**config.mk**
```make
export PLATFORM = sky130hd
export DESIGN_NAME = ghost_sprite_fetch
export DESIGN_NICKNAME = d
export VERILOG_FILES = /design/src/rtl/ghost_render_pkg.sv /design/src/rtl/ghost_sprite_sel.sv /design/src/rtl/ghost_sprite_fetch.sv
export SDC_FILE = /design/constraint.sdc
export NUM_CORES = 1
export LEC_CHECK = 0
export CAP_MARGIN = 40
export CORE_AREA = 10 10 118 120
export DETAILED_ROUTE_END_ITERATION = 6
export DIE_AREA = 0 0 128 130
export PLACE_DENSITY = 0.73
export SYNTH_ARGS = -nofsm -noshare
export SYNTH_HDL_FRONTEND = slang
export SYNTH_SLANG_ARGS = --single-unit
```
**constraint.sdc**
```tcl
create_clock -name Clk -period 3.5 [get_ports Clk]
set_clock_uncertainty 0.15 [all_clocks]
set_input_delay 0.7 -clock Clk [delete_from_list [all_inputs] [get_ports Clk]]
set_output_delay 0.7 -clock Clk [all_outputs]
set_load 0.1 [all_outputs]
```
**src/rtl/ghost_render_pkg.sv**
```systemverilog
// ghost_render_pkg
//   Shared constants, the fetch FSM state type and the sprite ROM word-address
//   helper used by the ghost sprite line fetcher.
//   Sprite ROM layout: 16 sprites x 24 rows x 3 words. Each 16-bit word holds
//   8 pixels at 2 bits per pixel, with the leftmost pixel in the low bits.
package ghost_render_pkg;

  typedef enum logic [1:0] {
    ST_IDLE  = 2'd0,
    ST_ISSUE = 2'd1,
    ST_DRAIN = 2'd2
  } fetch_state_e;

  localparam logic [9:0]  SPRITE_W         = 10'd24;  // pixels per row and rows per sprite
  localparam logic [1:0]  ROW_WORDS        = 2'd3;
  localparam logic [10:0] WORDS_PER_SPRITE = 11'd72;
  localparam logic [9:0]  Y_OFFSET         = 10'd6;

  localparam logic [9:0]  PLAYFIELD_XMIN   = 10'd72;
  localparam logic [9:0]  PLAYFIELD_XMAX   = 10'd408;  // exclusive

  localparam logic [3:0]  SEL_FRIGHT_BASE  = 4'd8;
  localparam logic [3:0]  SEL_FLASH_BASE   = 4'd10;
  localparam logic [3:0]  SEL_DEAD_BASE    = 4'd12;

  // First ROM word of a given sprite row. Max value is 15*72 + 23*3 = 1149.
  function automatic logic [10:0] word_base(input logic [3:0] sel, input logic [4:0] row);
    return ({7'd0, sel} * WORDS_PER_SPRITE) + ({6'd0, row} * {9'd0, ROW_WORDS});
  endfunction

endpackage

```
**src/rtl/ghost_sprite_sel.sv**
```systemverilog
// ghost_sprite_sel
//   Maps the ghost controller state to a 4-bit sprite ROM select.
//   Ports:
//     sprite_i  - animation frame index (only bits [2:0] carry information)
//     fright_i  - 0 normal, 1 blue, 2 white flash
//     dead_i    - eyes-only rendering; takes priority over fright_i
//     sel_o     - sprite select 0..15
module ghost_sprite_sel
  import ghost_render_pkg::*;
(
  input  logic [3:0] sprite_i,
  input  logic [3:0] fright_i,
  input  logic       dead_i,
  output logic [3:0] sel_o
);

  logic unused_sprite_msb;
  assign unused_sprite_msb = sprite_i[3];

  always_comb begin
    sel_o = {1'b0, sprite_i[2:0]};
    if (dead_i) begin
      sel_o = SEL_DEAD_BASE + {2'b00, sprite_i[2:1]};
    end else if (fright_i == 4'd1) begin
      sel_o = SEL_FRIGHT_BASE + {3'b000, sprite_i[0]};
    end else if (fright_i == 4'd2) begin
      sel_o = SEL_FLASH_BASE + {3'b000, sprite_i[0]};
    end
  end

endmodule

```
**src/rtl/ghost_sprite_fetch.sv**
```systemverilog
// ghost_sprite_fetch
//   During horizontal blank, fetches the three ROM words of the ghost sprite
//   row that intersects fetch_line into a 48-bit line buffer. During the
//   visible line, looks up the pixel under DrawX and presents it registered.
//   Ports:
//     Clk, Reset_n            - clock, asynchronous active-low reset
//     line_start, fetch_line  - fetch request pulse and the screen line it targets
//     DrawX                   - current pixel column
//     ghostPosX, ghostPosY    - ghost top-left position
//     ghost_sprite, ghost_is_frightened, is_ghost_dead - sprite select inputs
//     rom_addr, rom_data      - sprite ROM port, data valid 1 Clk after address
//     busy                    - fetch in progress
//     ghost_pix, is_ghost     - palette index of current pixel (0 transparent)
module ghost_sprite_fetch
  import ghost_render_pkg::*;
(
  input  logic        Clk,
  input  logic        Reset_n,
  input  logic        line_start,
  input  logic [9:0]  fetch_line,
  input  logic [9:0]  DrawX,
  input  logic [9:0]  ghostPosX,
  input  logic [9:0]  ghostPosY,
  input  logic [3:0]  ghost_sprite,
  input  logic [3:0]  ghost_is_frightened,
  input  logic        is_ghost_dead,
  output logic [10:0] rom_addr,
  input  logic [15:0] rom_data,
  output logic        busy,
  output logic        is_ghost,
  output logic [1:0]  ghost_pix
);

  fetch_state_e state_q;
  logic [1:0]   w_q;
  logic [10:0]  rom_addr_q;
  logic         busy_q;
  logic         row_valid_q;
  logic [47:0]  line_buf_q;
  logic [9:0]   posx_q;
  logic [1:0]   ghost_pix_q;
  logic         is_ghost_q;

  logic [3:0]   sel_d;
  logic [9:0]   row_d;
  logic         row_ok_d;
  logic [10:0]  base_d;
  logic [9:0]   pix_ofs_d;
  logic [5:0]   pix_idx_d;
  logic         pix_ok_d;
  logic [1:0]   pix_d;

  ghost_sprite_sel u_sel (
    .sprite_i (ghost_sprite),
    .fright_i (ghost_is_frightened),
    .dead_i   (is_ghost_dead),
    .sel_o    (sel_d)
  );

  always_comb begin
    // A line above the sprite underflows to a large value and fails row_ok_d.
    row_d     = fetch_line - ghostPosY - Y_OFFSET;
    row_ok_d  = (row_d < SPRITE_W);
    base_d    = word_base(sel_d, row_d[4:0]);

    // Pixel p sits at line buffer bits [2p+1:2p], since word p/8 occupies
    // bits [16*(p/8)+15 : 16*(p/8)] and the pixel is at 2*(p%8) within it.
    pix_ofs_d = DrawX - posx_q;
    pix_idx_d = {pix_ofs_d[4:0], 1'b0};
    pix_ok_d  = (pix_ofs_d < SPRITE_W) && (DrawX >= PLAYFIELD_XMIN) &&
                (DrawX < PLAYFIELD_XMAX) && row_valid_q && !busy_q;
    pix_d     = '0;
    if (pix_ok_d) begin
      pix_d = line_buf_q[pix_idx_d +: 2];
    end
  end

  always_ff @(posedge Clk or negedge Reset_n) begin
    if (!Reset_n) begin
      state_q     <= ST_IDLE;
      w_q         <= '0;
      rom_addr_q  <= '0;
      busy_q      <= 1'b0;
      row_valid_q <= 1'b0;
      line_buf_q  <= '0;
      posx_q      <= '0;
      ghost_pix_q <= '0;
      is_ghost_q  <= 1'b0;
    end else begin
      ghost_pix_q <= pix_d;
      is_ghost_q  <= (pix_d != '0);

      // A request in any state, including mid-fetch, restarts from word 0.
      // rom_addr is loaded with word 0 here so that each address is on the
      // bus for the whole ISSUE cycle that owns it.
      if (line_start) begin
        posx_q      <= ghostPosX;
        row_valid_q <= 1'b0;
        w_q         <= '0;
        if (row_ok_d) begin
          state_q    <= ST_ISSUE;
          busy_q     <= 1'b1;
          rom_addr_q <= base_d;
        end else begin
          state_q    <= ST_IDLE;
          busy_q     <= 1'b0;
        end
      end else begin
        unique case (state_q)
          ST_IDLE: begin
            busy_q <= 1'b0;
          end
          ST_ISSUE: begin
            // Data on rom_data belongs to the address of the previous cycle.
            case (w_q)
              2'd1:    line_buf_q[15:0]  <= rom_data;
              2'd2:    line_buf_q[31:16] <= rom_data;
              default: ;
            endcase
            if (w_q == ROW_WORDS - 2'd1) begin
              state_q <= ST_DRAIN;
            end else begin
              w_q        <= w_q + 2'd1;
              rom_addr_q <= rom_addr_q + 11'd1;
            end
          end
          ST_DRAIN: begin
            line_buf_q[47:32] <= rom_data;
            row_valid_q       <= 1'b1;
            busy_q            <= 1'b0;
            w_q               <= '0;
            state_q           <= ST_IDLE;
          end
          default: begin
            busy_q  <= 1'b0;
            state_q <= ST_IDLE;
          end
        endcase
      end
    end
  end

  assign rom_addr  = rom_addr_q;
  assign busy      = busy_q;
  assign ghost_pix = ghost_pix_q;
  assign is_ghost  = is_ghost_q;

endmodule

```
==> metrics.csv, run 1 <==
metric,value,unit
register area,0.001952,mm²
most frequent cell after synthesis,dfrtp_1,
worst skew pair latency,0.34,ns
Num CTS Buffers,9,
num rows,40,
async set-or-reset flop fraction in the synthesized netlist,1.000,
average cell area after synthesis,10.54,µm²
Detailed Route WL,13150,µm
Core ar.,0.01171,mm²
H-Tree Depth,3,
filler instances,963,
drt pass-1 iters,4,
CP most frequent cell,ha_4,
largest area contributor in the netlist,dfrtp_1,
Clock Tree Root,clkbuf_16,
# port buffers,81,
"slowest stage delay, CP",0.56,ns
Post-synth EDFFs,0,
CP endpoint kind,flop,
vias in the first global route,4425,
Worst-Margin Slew,0.8662,ns
dominant synthesized flop cell,dfrtp_1,
Initial Util,0.4391,
Antenna Cells,0,
"Cell Chain, Critical Path","buf_8, inv_8, ha_4, inv_2, ha_4, fa_2, buf_4, buf_6, and3_4, or2_4, mux2_4, a211o_1, or4_4, and3_1, or3_1",
first-pass GRT wire length,21200,µm
total gr overflow,0,
Hold WS,0.04929,ns
post-DR wirelength/cell,16.62,µm
Peak VDD IR,0.3703,mV
Arrival @ worst endpoint,3.88,ns
achievable frequency,0.2621,GHz
Die ar.,0.01664,mm²
Yosys reg bits,78,
synth unique cells,61,
vias per cell,5.503,
Hold Buf Count CTS,0,
Synth top cells by count,"dfrtp_1 (78), inv_1 (53), mux2_2 (52), ha_1 (40), nand2_1 (26)",
Tcrit/Tclk final,1.090,
max cap viols,0,
layout cells sized above 1,0.3478,
pwr dens,464.7,mW/mm²
final setup fails,12,
GPL Wtd Cong,0.8416,
drt initial violations,291,
initial antenna violation count,0,
CP max stage cell,or4_4,
Die Y,130,µm
area of the multi-input gates,0.003163,mm²
Slew HR,0.4225,
placed wire-length estimate,10130,µm
drt drc,0,
CP Max Fanout,3,
CTS max path bufs,2,
critical path class,in2reg,
failing checks,negative setup slack,
synth top area cells,"dfrtp_1 (38%), mux2_2 (11%), ha_1 (9.7%)",
Post-DRT Antenna Nets,0,
Final nets,752,
CP Data Required Time,3.57,ns
Worst Hold Class,in2async,
Synth-to-Final Area Change,39.20,%
Buf/Inv on CP,5,
post-synth net total,601,
io pins,83,
status,"complete, but fails checks",
CTS tree,done,
DIE WIDTH,128,µm
unrepaired setup endpoints after global routing,yes,
Clock transition at path regs,0.06,ns
Worst path top cell family by delay,simple AND/OR/NAND/NOR gates,
CP startpoint kind,primary input,
sequential share of the synthesized area,0.3796,
final worst slack,-0.3152,ns
Max Slew Vio Count,0,
All-Layer GR Usage,0.1557,
Num Clock Sinks,78,
top cell type's share of synthesized area,0.3796,
Final min period,3.815,ns
Yosys warning count,0,
via count,4353,
pin count of the biggest net entering global routing,69,
"Cell Area, Synth",0.005142,mm²
Cells after Synth,488,
Final Hold Fails,0,
Final Util,0.6112,
Static Leak,3.331,nW
==> cell usage in the layout, fill, tap and decap left out, types with 10 or more instances in the layout <==
cell type,count
buf_4,83
dfrtp_1,78
clkdlybuf4s50_1,56
mux2_2,51
inv_1,45
ha_1,31
nand2_1,26
nor2_1,22
o21ai_0,18
a21oi_1,18
nor3_1,14
mux4_2,14
nand3_1,10
==> cell type report <==
class | instances | share of cell area
multi-input combinational | 342 | 0.4419
sequential | 78 | 0.2727
timing repair buffer | 155 | 0.1905
clock buffer | 10 | 0.03339
inverter | 53 | 0.02884
tap | 147 | 0.02569
clock inverter | 6 | 0.006992
==> timing repair <==
action                     in CTS  in global routing
resized for setup              43                 16
setup endpoints to repair      13                 13
buffers inserted                4                  8
pin swaps                      23                 23
==> flip-flops by register name (all words and copies together), names as in the netlist <==
register / count
w_q: 2
state_q: 2
busy: 1
rom_addr: 11
is_ghost: 1
row_valid_q: 1
posx_q: 10
line_buf_q: 48
ghost_pix: 2
==> path summary, 6_finish.rpt <==
kind	slack, ns	cells after the start	to	startpoint
setup / recovery	-0.32	15	rom_addr[9]	fetch_line[1]
hold / removal	0.05	1	posx_q[5]	Reset_n
setup reg to reg	0.63	7	is_ghost	posx_q[0]
hold reg to reg	0.35	1	line_buf_q[44]	line_buf_q[44]
max in group asynchronous	2.59	2	line_buf_q[36]	Reset_n
min in group Clk	0.35	1	line_buf_q[44]	line_buf_q[44]
==> through the flow <==
step,power (mW),cell area (µm²),std cells,setup slack [ns],TNS (ns)
2_1_floorplan,1.835,5276,488,-0.4652,-1.550
3_3_place_gp,2.296,6649,763,-1.064,-12.14
3_5_place_dp,2.337,6676,764,-1.142,-12.63
4_1_cts,3.298,7067,784,-0.3891,-1.451
5_1_grt,3.523,7158,791,-0.4498,-3.735
6_report,3.326,7158,791,-0.3152,-2.857
==> power breakdown <==
group	leakage (nW)	switching (mW)	internal, mW
clock	0.137	0.386	0.509
combinational	2.18	0.717	0.703
sequential	1.02	0.0507	0.960
total	3.33	1.15	2.17
==> per-layer routing <==
layer,track usage,vias up,routed length (µm),share of wire
met2,0.2691,109,6729,0.51
met4,0.05033,0,300,0.023
met1,0.1889,2145,5624,0.43
li1,-,2072,-,-
met5,0,-,0,0
met3,0.03367,27,492,0.037
==> cell families (layout without fill, tap and decap cells) <==
logic type                 after synthesis  after routing  synth area share
and+or+nand+nor                        117            117            0.1185
AOI/OAI and AO/OA                       91             91            0.1175
DFF                                     78             78            0.3796
muxes                                   72             72            0.1871
buffers and inverters                   68            224           0.05158
adders and majority gates               45             45            0.1168
xor gates and xnor gates                17             17           0.02896
(Power assumes the default switching activity.)
==> inputs of run 2 (changes only) <==
SLEW_MARGIN = 10   (was not set)
==> metrics.csv, run 2 (synthesis results as in run 1) <==
metric,value,unit,change
status,"complete, but fails checks",,
failing checks,negative setup slack,,
Initial Util,0.4391,,unchanged
total power,3.640,mW,+9.4%
Clock transition at path regs,0.06,ns,about the same
Worst path top cell family by delay,adder cells,,
Buf/Inv on CP,5,,unchanged
fin cells,788,,-0.38%
Detailed Route WL,13440,µm,+2.2%
"Cell Chain, Critical Path","buf_8, inv_8, ha_4, inv_2, ha_4, fa_2, xor2_2, inv_1, fa_1, inv_1, ha_1, a21o_1, a21oi_4, o21ai_2, a21oi_2, o21ai_1, nor3b_2, or3_1",,
Hold Buf Count CTS,0,,unchanged
clock group share of total power,0.324,,+0.055
part of the power in combinational logic,0.398,,-0.029
"commonest non-fill, non-tap cells in the layout","dfrtp_1 (78), buf_4 (77), clkdlybuf4s50_1 (55), mux2_2 (51), inv_1 (44)",,
Synth-to-Final Area Change,42.04,%,
Core ar.,0.01171,mm²,unchanged
Arrival @ worst endpoint,3.87,ns,about the same
Psw,1.172,mW,+1.6%
register share of total power,0.278,,-0.026
worst skew pair latency,0.34,ns,about the same
Hold WS,0.04537,ns,-0.003921 ns
Worst Hold Class,in2async,,
Antenna Cells,0,,unchanged
dpl ws,-1.146,ns,-0.003920 ns
vias per cell,5.472,,-0.56%
final setup fails,12,,unchanged
Max Slew Vio Count,0,,unchanged
CTS max path bufs,2,,unchanged
# port buffers,81,,unchanged
CTS tree,done,,
"slowest stage delay, CP",0.53,ns,-0.03 ns
Final min period,3.798,ns,-0.01668 ns
layout cells sized above 1,0.3635,,+0.01567
num rows,40,,unchanged
Post-DRT Antenna Nets,0,,unchanged
unrepaired setup endpoints after global routing,yes,,
internal cell power,2.468,mW,+14%
Slew HR,0.4513,,+0.02879
CP startpoint kind,primary input,,
Setup TNS,-1.590,ns,+1.267 ns
via count,4312,,-0.94%
Static Leak,3.417,nW,+2.6%
placed wire-length estimate,10190,µm,+0.56%
Die Y,130,µm,unchanged
Die ar.,0.01664,mm²,unchanged
pin count of the biggest net entering global routing,69,,unchanged
CP max stage cell,fa_1,,
"commonest non-fill, non-tap cell in the layout",dfrtp_1,,
Tcrit/Tclk final,1.085,,-0.004766
drt initial violations,197,,-32%
Net Sw Frac,0.3221,,-0.02479
critical path class,in2reg,,
io pins,83,,unchanged
H-Tree Depth,3,,unchanged
Final Hold Fails,0,,unchanged
achievable frequency,0.2633,GHz,+0.44%
pwr dens,498.3,mW/mm²,+7.2%
Peak VDD IR,0.4511,mV,+22%
total gr overflow,0,,unchanged
final worst slack,-0.2985,ns,+0.01668 ns
drt pass-1 iters,4,,unchanged
post-DR wirelength/cell,17.06,µm,+2.6%
Num CTS Buffers,9,,unchanged
number of flip-flops in the largest register,48,,unchanged
max cap viols,0,,unchanged
Layout Cell Area excl Fill,0.007305,mm²,+2.0%
drt drc,0,,unchanged
Worst-Margin Slew,0.8230,ns,-0.04318 ns
Final nets,749,,-0.40%
Placed Instances,764,,unchanged
Clock Tree Root,clkbuf_16,,
CP Data Required Time,3.57,ns,about the same
Num Clock Sinks,78,,unchanged
first-pass GRT wire length,21710,µm,+2.4%
Top reg by flops,line_buf_q,,
Final Util,0.6237,,+0.01250
CP Max Fanout,3,,unchanged
CP endpoint kind,flop,,
DIE WIDTH,128,µm,unchanged
All-Layer GR Usage,0.1596,,+0.003989
initial antenna violation count,0,,unchanged
GPL Wtd Cong,0.8416,,unchanged
vias in the first global route,4531,,+2.4%
"Cell Area, Placed",0.006676,mm²,unchanged
==> run 2: worst paths after layout <==
path	from	to	slack (ns)	depth (start not counted)
worst max-delay path	fetch_line[1]	rom_addr[9]	-0.30	18
worst min-delay path	Reset_n	posx_q[8]	0.05	1
worst max register to register	posx_q[0]	is_ghost	0.62	7
worst min register to register	line_buf_q[43]	line_buf_q[43]	0.35	1
max in group asynchronous	Reset_n	line_buf_q[39]	2.59	2
min in group Clk	line_buf_q[43]	line_buf_q[43]	0.35	1
==> run 2: power groups by stage <==
stage               Combinational [mW]  Clock [mW]  Sequential (mW)
finish                            1.45        1.18             1.01
global route                      1.58        1.24             1.02
CTS                               1.38        1.19             1.01
detailed placement                1.31           0             1.03
global placement                  1.27           0             1.02
floorplan                        0.672           0             1.16
==> run 2: worst reg2reg max path, stage by stage (launching register included) <==
cell	delay, ns
dfrtp_1	0.38
ha_1	0.22
fa_2	0.65
buf_4	0.18
mux4_2	0.32
mux4_2	0.49
a21oi_1	0.23
a21oi_1	0.13
==> run 2: layout make-up <==
cell class	count	area, µm²
clock buffer	10	239.0
clock inverter	6	140.1
fill	933	4407
inverter	53	206.4
multi-input combinational	342	3232
sequential	78	1952
tap	147	183.9
timing repair buffer	152	1351
==> run 2: repair_timing <==
item	4_1_cts	5_1_grt
buffers inserted	7	6
setup endpoints to repair	13	15
resized for setup	41	38
pin swaps	21	36
==> run 2: layer usage <==
| layer | track usage | part of all wire | vias up | routed length (µm) |
|---|---|---|---|---|
| met5 | 0 | 0 | - | 0 |
| met4 | 0.05166 | 0.020 | 0 | 263 |
| met3 | 0.03489 | 0.039 | 29 | 525 |
| met2 | 0.2808 | 0.52 | 95 | 7003 |
| met1 | 0.1895 | 0.42 | 2112 | 5649 |
| li1 | - | - | 2076 | - |
==> inputs of run 3 (changes only) <==
HOLD_SLACK_MARGIN = 0.12   (was not set)
==> metrics.csv, run 3 (synthesis results as in run 1) <==
metric,value,unit,change
status,"complete, but fails checks",,
failing checks,negative setup slack,,
layout cells sized above 1,0.3629,,-0.0005662
pin count of the biggest net entering global routing,69,,unchanged
Clock transition at path regs,0.06,ns,about the same
Post-DRT Antenna Nets,0,,unchanged
Setup TNS,-1.591,ns,-0.001000 ns
Final Hold Fails,0,,unchanged
Initial Util,0.4391,,unchanged
Antenna Cells,0,,unchanged
Die Y,130,µm,unchanged
worst skew pair latency,0.34,ns,about the same
Synth-to-Final Area Change,42.24,%,
CP startpoint kind,primary input,,
pwr dens,497.8,mW/mm²,about the same
num rows,40,,unchanged
GPL Wtd Cong,0.8416,,unchanged
Layout Cell Area excl Fill,0.007315,mm²,+0.14%
initial antenna violation count,0,,unchanged
register share of total power,0.278,,about the same
Buf/Inv on CP,5,,unchanged
Critical Path End,rom_addr[9],,
Die ar.,0.01664,mm²,unchanged
worst r2r src,posx_q[0],,
Net Sw Frac,0.3221,,about the same
final setup fails,12,,unchanged
achievable frequency,0.2632,GHz,about the same
Slew HR,0.4504,,-0.0009380
"Cell Chain, Critical Path","buf_8, inv_8, ha_4, inv_2, ha_4, fa_2, xor2_2, inv_1, fa_1, inv_1, ha_1, a21o_1, a21oi_4, o21ai_2, a21oi_2, o21ai_1, nor3b_2, or3_1",,
CP Data Required Time,3.57,ns,about the same
drt pass-1 iters,4,,unchanged
Critical R2R Capture,is_ghost,,
Final min period,3.800,ns,+0.001278 ns
CP endpoint kind,flop,,
Detailed Route WL,13450,µm,about the same
total gr overflow,0,,unchanged
# port buffers,81,,unchanged
drt drc,0,,unchanged
clock group share of total power,0.324,,about the same
Worst-Margin Slew,0.8244,ns,+0.001408 ns
post-DR wirelength/cell,17.05,µm,about the same
vias per cell,5.475,,about the same
Max Slew Vio Count,0,,unchanged
Tcrit/Tclk final,1.086,,about the same
cell depth of the worst setup path,18,,unchanged
Psw,1.173,mW,about the same
FF-to-FF setup slack,0.62,ns,about the same
Num CTS Buffers,9,,unchanged
critical path class,in2reg,,
Worst Hold Class,reg2reg,,
unrepaired setup endpoints after global routing,yes,,
CTS tree,done,,
min-delay src,line_buf_q[43],,
CP max stage cell,fa_1,,
Clock Tree Root,clkbuf_16,,
placed wire-length estimate,10190,µm,unchanged
"commonest non-fill, non-tap cells in the layout","dfrtp_1 (78), buf_4 (77), clkdlybuf4s50_1 (55), mux2_2 (51), inv_1 (44)",,
H-Tree Depth,3,,unchanged
Core ar.,0.01171,mm²,unchanged
part of the power in combinational logic,0.398,,about the same
Top reg by flops,line_buf_q,,
number of flip-flops in the largest register,48,,unchanged
Arrival @ worst endpoint,3.87,ns,about the same
"commonest non-fill, non-tap cell in the layout",dfrtp_1,,
Crit. Startpoint,fetch_line[1],,
drt initial violations,201,,+2.0%
Worst path top cell family by delay,adder cells,,
CTS max path bufs,2,,unchanged
vias in the first global route,4533,,+0.044%
Num Clock Sinks,78,,unchanged
max cap viols,0,,unchanged
All-Layer GR Usage,0.1597,,about the same
internal cell power,2.468,mW,about the same
Static Leak,3.421,nW,+0.12%
CP Max Fanout,3,,unchanged
DIE WIDTH,128,µm,unchanged
Reg2Reg Depth,7,,unchanged
io pins,83,,unchanged
"Cell Area, Placed",0.006676,mm²,unchanged
Final nets,750,,+0.13%
"slowest stage delay, CP",0.53,ns,about the same
Peak VDD IR,0.4510,mV,about the same
via count,4320,,+0.19%
final worst slack,-0.2998,ns,-0.001278 ns
total power,3.642,mW,about the same
first-pass GRT wire length,21730,µm,about the same
run 3: cell types whose count changed in the layout (fill, tap and decap cells not counted):
cell / change
dlygate4sd3_1: +1
run 3: power by group through the flow:
stage / clock network, mW / logic [mW] / registers, mW
3_5_place_dp: 0 / 1.31 / 1.03
2_1_floorplan: 0 / 0.672 / 1.16
3_3_place_gp: 0 / 1.27 / 1.02
5_1_grt: 1.24 / 1.58 / 1.02
6_report: 1.18 / 1.45 / 1.01
4_1_cts: 1.19 / 1.38 / 1.01
run 3: through the flow:
step / setup WS (ns) / utilization / hold WS [ns] / cells
after floorplan: -0.4652 / - / 0.2544 / 488
final: -0.2998 / 0.6246 / 0.3546 / 789
after detailed placement: -1.146 / 0.5701 / 0.3436 / 764
after global routing: -0.4542 / 0.6246 / 0.3703 / 789
after CTS: -0.4601 / 0.6146 / 0.3562 / 788
after global placement: -1.064 / 0.5677 / 0.3340 / 763
run 3: worst min-delay path by stage:
| stage | to | slack [ns] | depth (start not counted) |
|---|---|---|---|
| after floorplan | busy | 0.25 | 0 |
| after global placement | line_buf_q[5] | 0.33 | 1 |
| after detailed placement | line_buf_q[43] | 0.34 | 1 |
| after CTS | line_buf_q[43] | 0.36 | 1 |
| after global routing | line_buf_q[38] | 0.37 | 1 |
| final | line_buf_q[43] | 0.35 | 1 |
run 3: repair_timing:
item	in CTS	in global routing
setup buffers	7	6
pin swaps	21	36
hold buffers	1	0
gates resized for setup	41	38
endpoints found under the hold margin	10	0
endpoints found under the setup margin	13	15
run 3: area by class of cell:
type,instances,area (µm²)
Clock inverter,6,140.1
Timing Repair Buffer,153,1361
Multi-Input combinational cell,342,3232
Tap cell,147,183.9
Sequential cell,78,1952
Clock buffer,10,239.0
Fill cell,932,4397
Inverter,53,206.4
run 3: worst register-to-register path: stages (launching register included):
cell	delay [ns]
dfrtp_1	0.38
ha_1	0.22
fa_2	0.65
buf_4	0.18
mux4_2	0.32
mux4_2	0.49
a21oi_1	0.23
a21oi_1	0.13
run 3: routing by layer:
layer	global-route usage	vias to the layer above	part of all wire
li1	-	2078	-
met1	0.1897	2119	0.42
met2	0.2808	94	0.52
met3	0.03489	29	0.039
met4	0.05166	0	0.020
met5	0	-	0
